## src/rtl/sc_meas_pkg.sv

```systemverilog
// rtl/sc_meas_pkg.sv - shared types and defaults for the stochastic correlation meter
package sc_meas_pkg;

   typedef enum logic [1:0] {
      IDLE  = 2'd0,
      SKIP  = 2'd1,
      COUNT = 2'd2,
      DONE  = 2'd3
   } corr_meter_state_t;

   localparam int DEFAULT_N_BITS  = 8;
   localparam int DEFAULT_LATENCY = 1;

   // One extra bit so a full window of ones (2^n_bits) fits without wrapping.
   function automatic int cnt_width(input int n_bits);
      return n_bits + 1;
   endfunction

endpackage

```

## src/rtl/sc_ones_counter.sv

```systemverilog
// rtl/sc_ones_counter.sv - ones counter with synchronous clear and enable
module sc_ones_counter
   import sc_meas_pkg::*;
#(
   parameter int W = cnt_width(DEFAULT_N_BITS)
) (
   input  logic         clk,
   input  logic         rst_n,
   input  logic         clr,
   input  logic         en,
   input  logic         bit_in,
   output logic [W-1:0] cnt
);

   always_ff @(posedge clk or negedge rst_n) begin
      if (!rst_n) begin
         cnt <= '0;
      end else if (clr) begin
         cnt <= '0;
      end else if (en && bit_in) begin
         cnt <= cnt + 1'b1;
      end
   end

endmodule

```

## src/rtl/sc_corr_meter.sv

```systemverilog
// rtl/sc_corr_meter.sv - windowed SCC=+1/-1 meter for a pair of stochastic bitstreams
module sc_corr_meter
   import sc_meas_pkg::*;
#(
   parameter int N_BITS  = DEFAULT_N_BITS,
   parameter int LATENCY = DEFAULT_LATENCY
) (
   input  logic              clk,
   input  logic              rst_n,
   input  logic              start,
   input  logic              x,
   input  logic              y,
   output logic              busy,
   output logic              done,
   output logic              valid,
   output logic [N_BITS:0]   cnt_x,
   output logic [N_BITS:0]   cnt_y,
   output logic [N_BITS:0]   cnt_xy,
   output logic              pos_corr,
   output logic              neg_corr
);

   localparam int              CW        = cnt_width(N_BITS);
   localparam logic [N_BITS:0] WINDOW    = {1'b1, {N_BITS{1'b0}}};
   localparam logic [3:0]      SKIP_LAST = 4'((LATENCY > 0) ? LATENCY - 1 : 0);

   corr_meter_state_t state, state_nxt;
   logic [N_BITS:0]   sample_cnt;
   logic [3:0]        skip_cnt;
   logic              accept;
   logic              last_skip;
   logic              last_sample;
   logic              counting;

   assign accept      = (state == IDLE) && start;
   assign last_skip   = (skip_cnt == SKIP_LAST);
   assign last_sample = ((sample_cnt + 1'b1) == WINDOW);
   assign counting    = (state == COUNT);

   always_comb begin
      state_nxt = state;
      case (state)
         IDLE:    if (start) state_nxt = (LATENCY > 0) ? SKIP : COUNT;
         SKIP:    if (last_skip) state_nxt = COUNT;
         COUNT:   if (last_sample) state_nxt = DONE;
         DONE:    state_nxt = IDLE;
         default: state_nxt = IDLE;
      endcase
   end

   always_ff @(posedge clk or negedge rst_n) begin
      if (!rst_n) begin
         state      <= IDLE;
         skip_cnt   <= '0;
         sample_cnt <= '0;
         valid      <= 1'b0;
      end else begin
         state <= state_nxt;
         if (accept) begin
            skip_cnt   <= '0;
            sample_cnt <= '0;
            valid      <= 1'b0;
         end else begin
            if (state == SKIP) skip_cnt <= skip_cnt + 1'b1;
            if (counting) sample_cnt <= sample_cnt + 1'b1;
            // Raised with the last sample so it is already high in the done cycle.
            if (counting && last_sample) valid <= 1'b1;
         end
      end
   end

   assign busy = (state != IDLE);
   assign done = (state == DONE);

   sc_ones_counter #(.W(CW)) u_cnt_x (
      .clk(clk), .rst_n(rst_n), .clr(accept), .en(counting), .bit_in(x), .cnt(cnt_x)
   );

   sc_ones_counter #(.W(CW)) u_cnt_y (
      .clk(clk), .rst_n(rst_n), .clr(accept), .en(counting), .bit_in(y), .cnt(cnt_y)
   );

   sc_ones_counter #(.W(CW)) u_cnt_xy (
      .clk(clk), .rst_n(rst_n), .clr(accept), .en(counting), .bit_in(x & y), .cnt(cnt_xy)
   );

   // Maximal negative correlation floor: max(0, cnt_x + cnt_y - window).
   logic [N_BITS:0]   cnt_min;
   logic [N_BITS+1:0] sum_xy;
   logic [N_BITS+1:0] neg_floor;

   assign cnt_min   = (cnt_x < cnt_y) ? cnt_x : cnt_y;
   assign sum_xy    = {1'b0, cnt_x} + {1'b0, cnt_y};
   assign neg_floor = (sum_xy > {1'b0, WINDOW}) ? (sum_xy - {1'b0, WINDOW}) : '0;

   assign pos_corr = valid && (cnt_xy == cnt_min);
   assign neg_corr = valid && ({1'b0, cnt_xy} == neg_floor);

endmodule

```

## config.mk

```make
export PLATFORM = sky130hd
export DESIGN_NAME = sc_corr_meter
export DESIGN_NICKNAME = d
export VERILOG_FILES = /design/src/rtl/sc_meas_pkg.sv /design/src/rtl/sc_ones_counter.sv /design/src/rtl/sc_corr_meter.sv
export SDC_FILE = /design/constraint.sdc
export NUM_CORES = 1
export LEC_CHECK = 0
export ABC_CLOCK_PERIOD_IN_PS = 3400
export BUFFER_PORTS_ARGS = -buffer_cell sky130_fd_sc_hd__buf_4
export CORE_UTILIZATION = 40
export DETAILED_ROUTE_END_ITERATION = 10
export HOLD_SLACK_MARGIN = 0.05
export PLACE_DENSITY_LB_ADDON = 0.3
export SLEW_MARGIN = 20
export SYNTH_ARGS = -nofsm -noshare
export SYNTH_HDL_FRONTEND = slang
export SYNTH_SLANG_ARGS = --single-unit
```

## constraint.sdc

```tcl
create_clock -name clk -period 3.4 [get_ports clk]
set_input_delay 0.17 -clock clk [delete_from_list [all_inputs] [get_ports clk]]
set_output_delay 0.17 -clock clk [all_outputs]
set_load 0.005 [all_outputs]
```

# ---- Yosys cells after proc, flatten, opt, wreduce, memory -nomap -nowiden
# Index checks and enable logic that the tools add are counted.
dict set report word_totals {
  ff_bits 43
  latchBits 0
  ram_bits 0
  mem_bits_ro 0
  in_bits 5
  output_inout_bits 32
  word_cells 61
  n_memories 0
}
dict set report op_classes {
  add_sub_neg 7
  multipliers 0
  div_mod_pow 0
  n_lt_le_gt_ge 2
  eq_ne 9
  n_shift 0
  muxes 18
  bitwise_logic 1
  n_reduce_logical 17
}
# operator count
set ops {}
lappend ops {{9-bit 2-to-1 mux} 9}
lappend ops {{9-bit by 1-bit adder with 9-bit output (second input constant)} 4}
lappend ops {{2-bit nonzero test} 7}
lappend ops {{9-bit by 9-bit adder with 10-bit output} 1}
lappend ops {{9-bit by 10-bit equality test with 1-bit output} 1}
lappend ops {{10-bit by 9-bit greater-than comparator with 1-bit output (second input constant)} 1}
lappend ops {{10-bit 2-to-1 mux} 1}
lappend ops {{10-bit by 9-bit subtractor with 10-bit output (second input constant)} 1}
lappend ops {{9-bit equality test} 1}
lappend ops {{9-bit equality test (second input constant)} 1}
lappend ops {{9-bit less-than comparator} 1}
lappend ops {{4-bit 2-to-1 mux} 2}
lappend ops {{2-bit one-hot mux with 4 select lines} 1}
lappend ops {{1-bit logical AND} 7}
lappend ops {{2-bit 2-to-1 mux} 3}
lappend ops {{2-bit != test (second input constant)} 3}
lappend ops {{4-bit by 1-bit adder with 4-bit output (second input constant)} 1}
lappend ops {{2-bit equality test (second input constant)} 2}
lappend ops {{4-bit logical NOT} 1}
lappend ops {{3-bit AND reduction} 1}
lappend ops {{2-bit by 1-bit equality test with 1-bit output (second input constant)} 1}
lappend ops {{2-bit logical NOT} 1}
lappend ops {{1-bit 2-to-1 mux} 2}
lappend ops {{1-bit bitwise AND} 1}

# ---- Longest topological paths before layout
dict set report logic_depth {
  word_depth 5
  depth_mapped 11
  depth_no_buf 11
}

# ---- By module
# A second synthesis with hierarchy kept.
dict set report hier_totals {
  hier_cells 400
  area_unflattened_um2 3524.6
}
# module instances cells_per_inst area_per_inst_um2 seq_area_each_um2
set modules_own_cells {}
lappend modules_own_cells {sc_corr_meter 1 262 2177.1 400.4}
lappend modules_own_cells {sc_ones_counter 3 46 449.2 225.2}

# ---- Worst setup path after synthesis
# OpenSTA, ideal clock, no wires.
dict set report synth_path {
  kind {flip-flop to output port}
  start {register u_cnt_x.cnt[0]}
  end {output port neg_corr}
  arrival_time_ns 2.744
  setup_slack_ns 0.486
  path_stages_with_launch 12
  path_cell_list {dfrtp_1 ha_1 inv_1 fa_1 o21ba_2 o211ai_2 nor4b_2 o211ai_1 o31ai_1 nand2_1 mux2i_1 a211oi_1}
}
dict set report synth_between {
  elab_chain_cells 5
  elab_cells_between_ends 6
  classes_between {add/sub (2); order compare (1); eq/ne (1); mux (1); reduce/logical (1)}
}
# item line_no
set synth_lines {}
lappend synth_lines {{start, declared} sc_ones_counter.sv:12} ;# output logic [W-1:0] cnt
lappend synth_lines {{start signal, assigned} sc_ones_counter.sv:21} ;# cnt <= cnt + 1'b1;
lappend synth_lines {{9-bit by 9-bit adder with 10-bit output *} sc_corr_meter.sv:93} ;# assign sum_xy = {1'b0, cnt_x} + {1'b0, cnt_y};
lappend synth_lines {{10-bit by 9-bit subtractor with 10-bit output / 10-bit by 9-bit greater-than comparator with 1-bit output (equally long branches)} sc_corr_meter.sv:94} ;# assign neg_floor = (sum_xy > {1'b0, WINDOW}) ? (sum_xy - {1'b0, WINDOW}) : '0;
lappend synth_lines {{10-bit 2-to-1 mux *} sc_corr_meter.sv:94}
lappend synth_lines {{9-bit by 10-bit equality test with 1-bit output *} sc_corr_meter.sv:97} ;# assign neg_corr = valid && ({1'b0, cnt_xy} == neg_floor);
lappend synth_lines {{1-bit logical AND *} sc_corr_meter.sv:97}
lappend synth_lines {{end, declared} sc_corr_meter.sv:20} ;# output logic neg_corr
# Every way passes the cells marked *; elsewhere a longest branch is shown, timed or not.

# ---- Final worst setup path
# Same ends and word-level chain as after synthesis.

==> summary.md <==
| Metric | Value |
|---|---|
| Vias in the first global route | `between 2000 and 3000` |
| Die area | `0.00891 mm2` |
| Crit share post-route | `0.959` |
| Final antenna-violating net count | `0` |
| First-pass GRT wire length | `roughly 13 mm` |
| Fmax | `0.307 GHz` |
| Placeable Area | `0.00826 mm2` |
| Post-synth cell types | `59` |
| First-pass DRT Iterations | `4` |
| Crit path max fanout | `4` |
| Die Span Y | `approximately 94 um` |
| Ports | `37` |
| Final worst slack | `0.138 ns` |
| DP Worst Slack | `0.285 ns` |
| GR peak layer | `met2` |
| Critical Path RT | `3.23 ns` |
| Max VDD drop | `between 0.3 and 0.4 mV` |
| Buffers on Ports | `36` |
| WS Path Type | `flop to output port` |
| Final setup fails | `0` |
| Yosys reg bits | `43` |
| Hold path depth | `3` |
| Yosys Warn Count | `0` |
| Skew-Pair Late Insertion Delay | `0.30 ns` |
| R2r startpoint | `sample_cnt[0]` |
| Tightest Hold Check Type | `primary input to flop` |
| Antenna cells | `0` |
| DP Wirelength | `6.16 mm` |
| Row Count | `33` |
| Mapped Cells | `381` |
| Final WL | `8.07 mm` |
| CTS clock-pin slew for the worst setup and hold paths | `0.08 ns` |
| Fraction of met3 tracks used by global routing | `0.0290` |
| Tmin final | `3.26 ns` |
| Status | `finished, final reports clean` |
| Crit-path most repeated cell | `a21oi_1` |
| Data arrival time of the critical path | `3.09 ns` |
| R2R depth | `8` |
| CP max stage cell | `fa_2` |
| Hold Crit Endpoint | `state[0]` |
| Crit path capture type | `output port` |
| Critical path's top delay family | `compound AO/OA/AOI/OAI gates` |
| RePlAce Congestion | `0.914` |
| Root Buffer Master | `clkbuf_8` |
| Net count, final | `459` |
| Vias per cell | `5.32` |
| Slew Limit Fails | `0` |
| Starting density of the core | `0.414` |
| DR iter-0 viols | `155` |
| Post-synth EDFFs | `0` |
| Cell chain of the critical path | `ha_1 -> inv_1 -> fa_2 -> o21ba_2 -> o2111ai_2 -> a21oi_1 -> xnor2_2 -> or3_1 -> a21oi_1 -> nand4_1 -> a211oi_2 -> buf_4` |
| Global route overflow | `0` |
| Die W | `about 94 um` |
| Delay of the slowest critical-path stage | `0.37 ns` |
| FF-to-FF End | `state[1]` |
| Clock buffers created by TritonCTS | `5` |
| Most used DFF post-synth | `dfrtp_1` |
| Reg-to-reg slack, setup | `1.20 ns` |
| Cell leakage power | `1.82 nW` |
| Async set or reset register ratio after synthesis | `1.00` |
| Longest Clk Path Bufs | `2` |
| CTS Sinks | `43` |
| Worst slew pin tran | `0.546 ns` |
| Initial antenna violation count | `0` |
| Count of non-filler cells in the finished layout | `529` |
| Min-delay src | `start` |
| Final hold vios | `0` |
| Avg WL per Cell | `15.2 um` |
| GR Util All Layers | `0.193` |
| M2 GR Usage | `0.315` |
| Syn Nets | `417` |
| Post-Syn Area per Cell | `8.97 um2` |
| DRC viols | `0` |
| PwrDens | `948 mW/mm2` |
| Vias | `2812` |
| Max-slew headroom | `0.636` |
| H-tree Lvls | `2` |
| Synthesis-to-finish area growth | `18.5%` |
| Max-capacitance violation count | `0` |
| Number of buffers and inverters on the critical path | `2` |
| Cell Area, Synth | `~0.0034 mm2` |
| Sequential share of the synthesized area | `0.315` |
| Clock Skew | `0.00449 ns` |
| Placed Cells incl. Taps | `517` |
| TNS Setup | `0 ns` |
| CP Launch Type | `flop` |
| Largest net degree at the start of global routing | `44` |
| CTS tree | `yes` |
| GR Util met1 | `0.265` |
| Tot Pwr | `3.84 mW` |
| Share of layout cells above drive strength 1 | `0.205` |
[routing by layer]
layer / vias up / wire length [um] / share of wire
met5: - / 0 / 0
met4: 0 / 74 / 0.0092
met3: 6 / 303 / 0.038
met2: 54 / 4030 / 0.50
met1: 1367 / 3660 / 0.45
li1: 1385 / - / -
[flip-flops by register name, indices dropped and copies added, names as in the netlist]
name / count
sample_cnt: 9
u_cnt_x.cnt: 9
u_cnt_xy.cnt: 9
u_cnt_y.cnt: 9
skip_cnt: 4
state: 2
valid: 1
[kinds of logic after synthesis]
family | Yosys count | share of synthesized area
simple gates | 140 | 0.199
xor+xnor | 56 | 0.148
compound gates | 51 | 0.124
buf+inv | 44 | 0.0513
flops | 43 | 0.315
fa+ha+maj | 31 | 0.116
mux | 16 | 0.0473
[cells in the final DEF (no fill, tap or decap), types with 3 or more instances in the layout]
cell type	count
nor2_1	51
buf_4	50
dfrtp_1	38
xnor2_1	29
ha_1	27
inv_1	26
nand2_1	25
xor2_1	25
mux2i_1	15
nor3_1	13
nand4_1	11
nand3_1	10
a21oi_1	8
and3_1	8
clkbuf_8	6
nand2b_1	5
dfrtp_2	5
o211ai_1	4
o21ai_0	4
a31oi_1	3
and2_1	3
ha_2	3
[how the worst max path moves through the flow]
| stage | startpoint | end | slack [ns] | cells past startpoint |
|---|---|---|---|---|
| after detailed placement | u_cnt_y.cnt[1] | neg_corr | 0.29 | 11 |
| after global routing | u_cnt_y.cnt[0] | neg_corr | -0.01 | 12 |
| final | u_cnt_x.cnt[0] | neg_corr | 0.14 | 12 |
| after floorplan | u_cnt_x.cnt[0] | neg_corr | 0.49 | 11 |
| after CTS | u_cnt_y.cnt[1] | neg_corr | 0.008 | 11 |
| after global placement | u_cnt_y.cnt[1] | neg_corr | 0.39 | 11 |
[tightest hold or removal path, stage by stage]
cell      delay, ns
buf_4          0.08
o221ai_1       0.17
mux2i_1        0.16
[cell usage after synthesis, types with 2 or more instances]
library cell | n | area (um2)
dfrtp_1 | 43 | 1080
and2_1 | 3 | 18.8
o21bai_1 | 2 | 15.0
mux2i_1 | 15 | 150
nor4_1 | 3 | 18.8
ha_1 | 30 | 375
nor3b_1 | 2 | 15.0
nor2_1 | 51 | 191
nand2b_1 | 5 | 31.3
a21oi_1 | 9 | 45.0
a211oi_1 | 2 | 15.0
a211oi_2 | 2 | 25.0
and3_1 | 8 | 50.1
nor3_1 | 13 | 65.1
o21a_1 | 2 | 15.0
and2b_1 | 2 | 15.0
nand4_1 | 11 | 68.8
o2111ai_1 | 2 | 17.5
a31oi_1 | 3 | 18.8
o221ai_1 | 2 | 17.5
o211ai_1 | 4 | 30.0
clkbuf_1 | 11 | 41.3
buf_2 | 2 | 10.0
buf_1 | 2 | 7.51
nand2_1 | 25 | 93.8
o21ai_0 | 4 | 20.0
xnor2_1 | 30 | 263
xor2_1 | 25 | 219
inv_1 | 28 | 105
nand3_1 | 10 | 50.1
o31a_1 | 2 | 17.5
[power by group]
group	internal (mW)	switching (mW)	leakage [nW]
clock network	0.238	0.179	0.0612
registers	0.654	0.268	0.498
logic	1.18	1.32	1.26
[what timing repair did]
action                                  CTS  global route
resized for setup                         1            19
buffers inserted                          0             3
pin swaps                                 0             3
hold buffers                              1             0
hold endpoints to repair                 43             0
cloned                                    0             0
endpoints found under the setup margin    1             2
[per-stage QoR]
| stage | utilization | area [um2] | hold WS [ns] |
|---|---|---|---|
| 2_1_floorplan | - | 3420 | -0.126 |
| 3_3_place_gp | 0.464 | 3830 | 0.194 |
| 3_5_place_dp | 0.464 | 3830 | 0.198 |
| 4_1_cts | 0.480 | 3960 | 0.336 |
| 5_1_grt | 0.490 | 4050 | 0.354 |
| 6_report | 0.490 | 4050 | 0.333 |
[cell type report]
class	count	area (um2)
sequential	43	1080
clock buffer	6	82.6
multi-input combinational	294	2230
inverter	28	105
clock inverter	2	35.0
fill	802	4210
tap	105	131
timing repair buffer	51	385
Power figures use the tool's default switching activity.
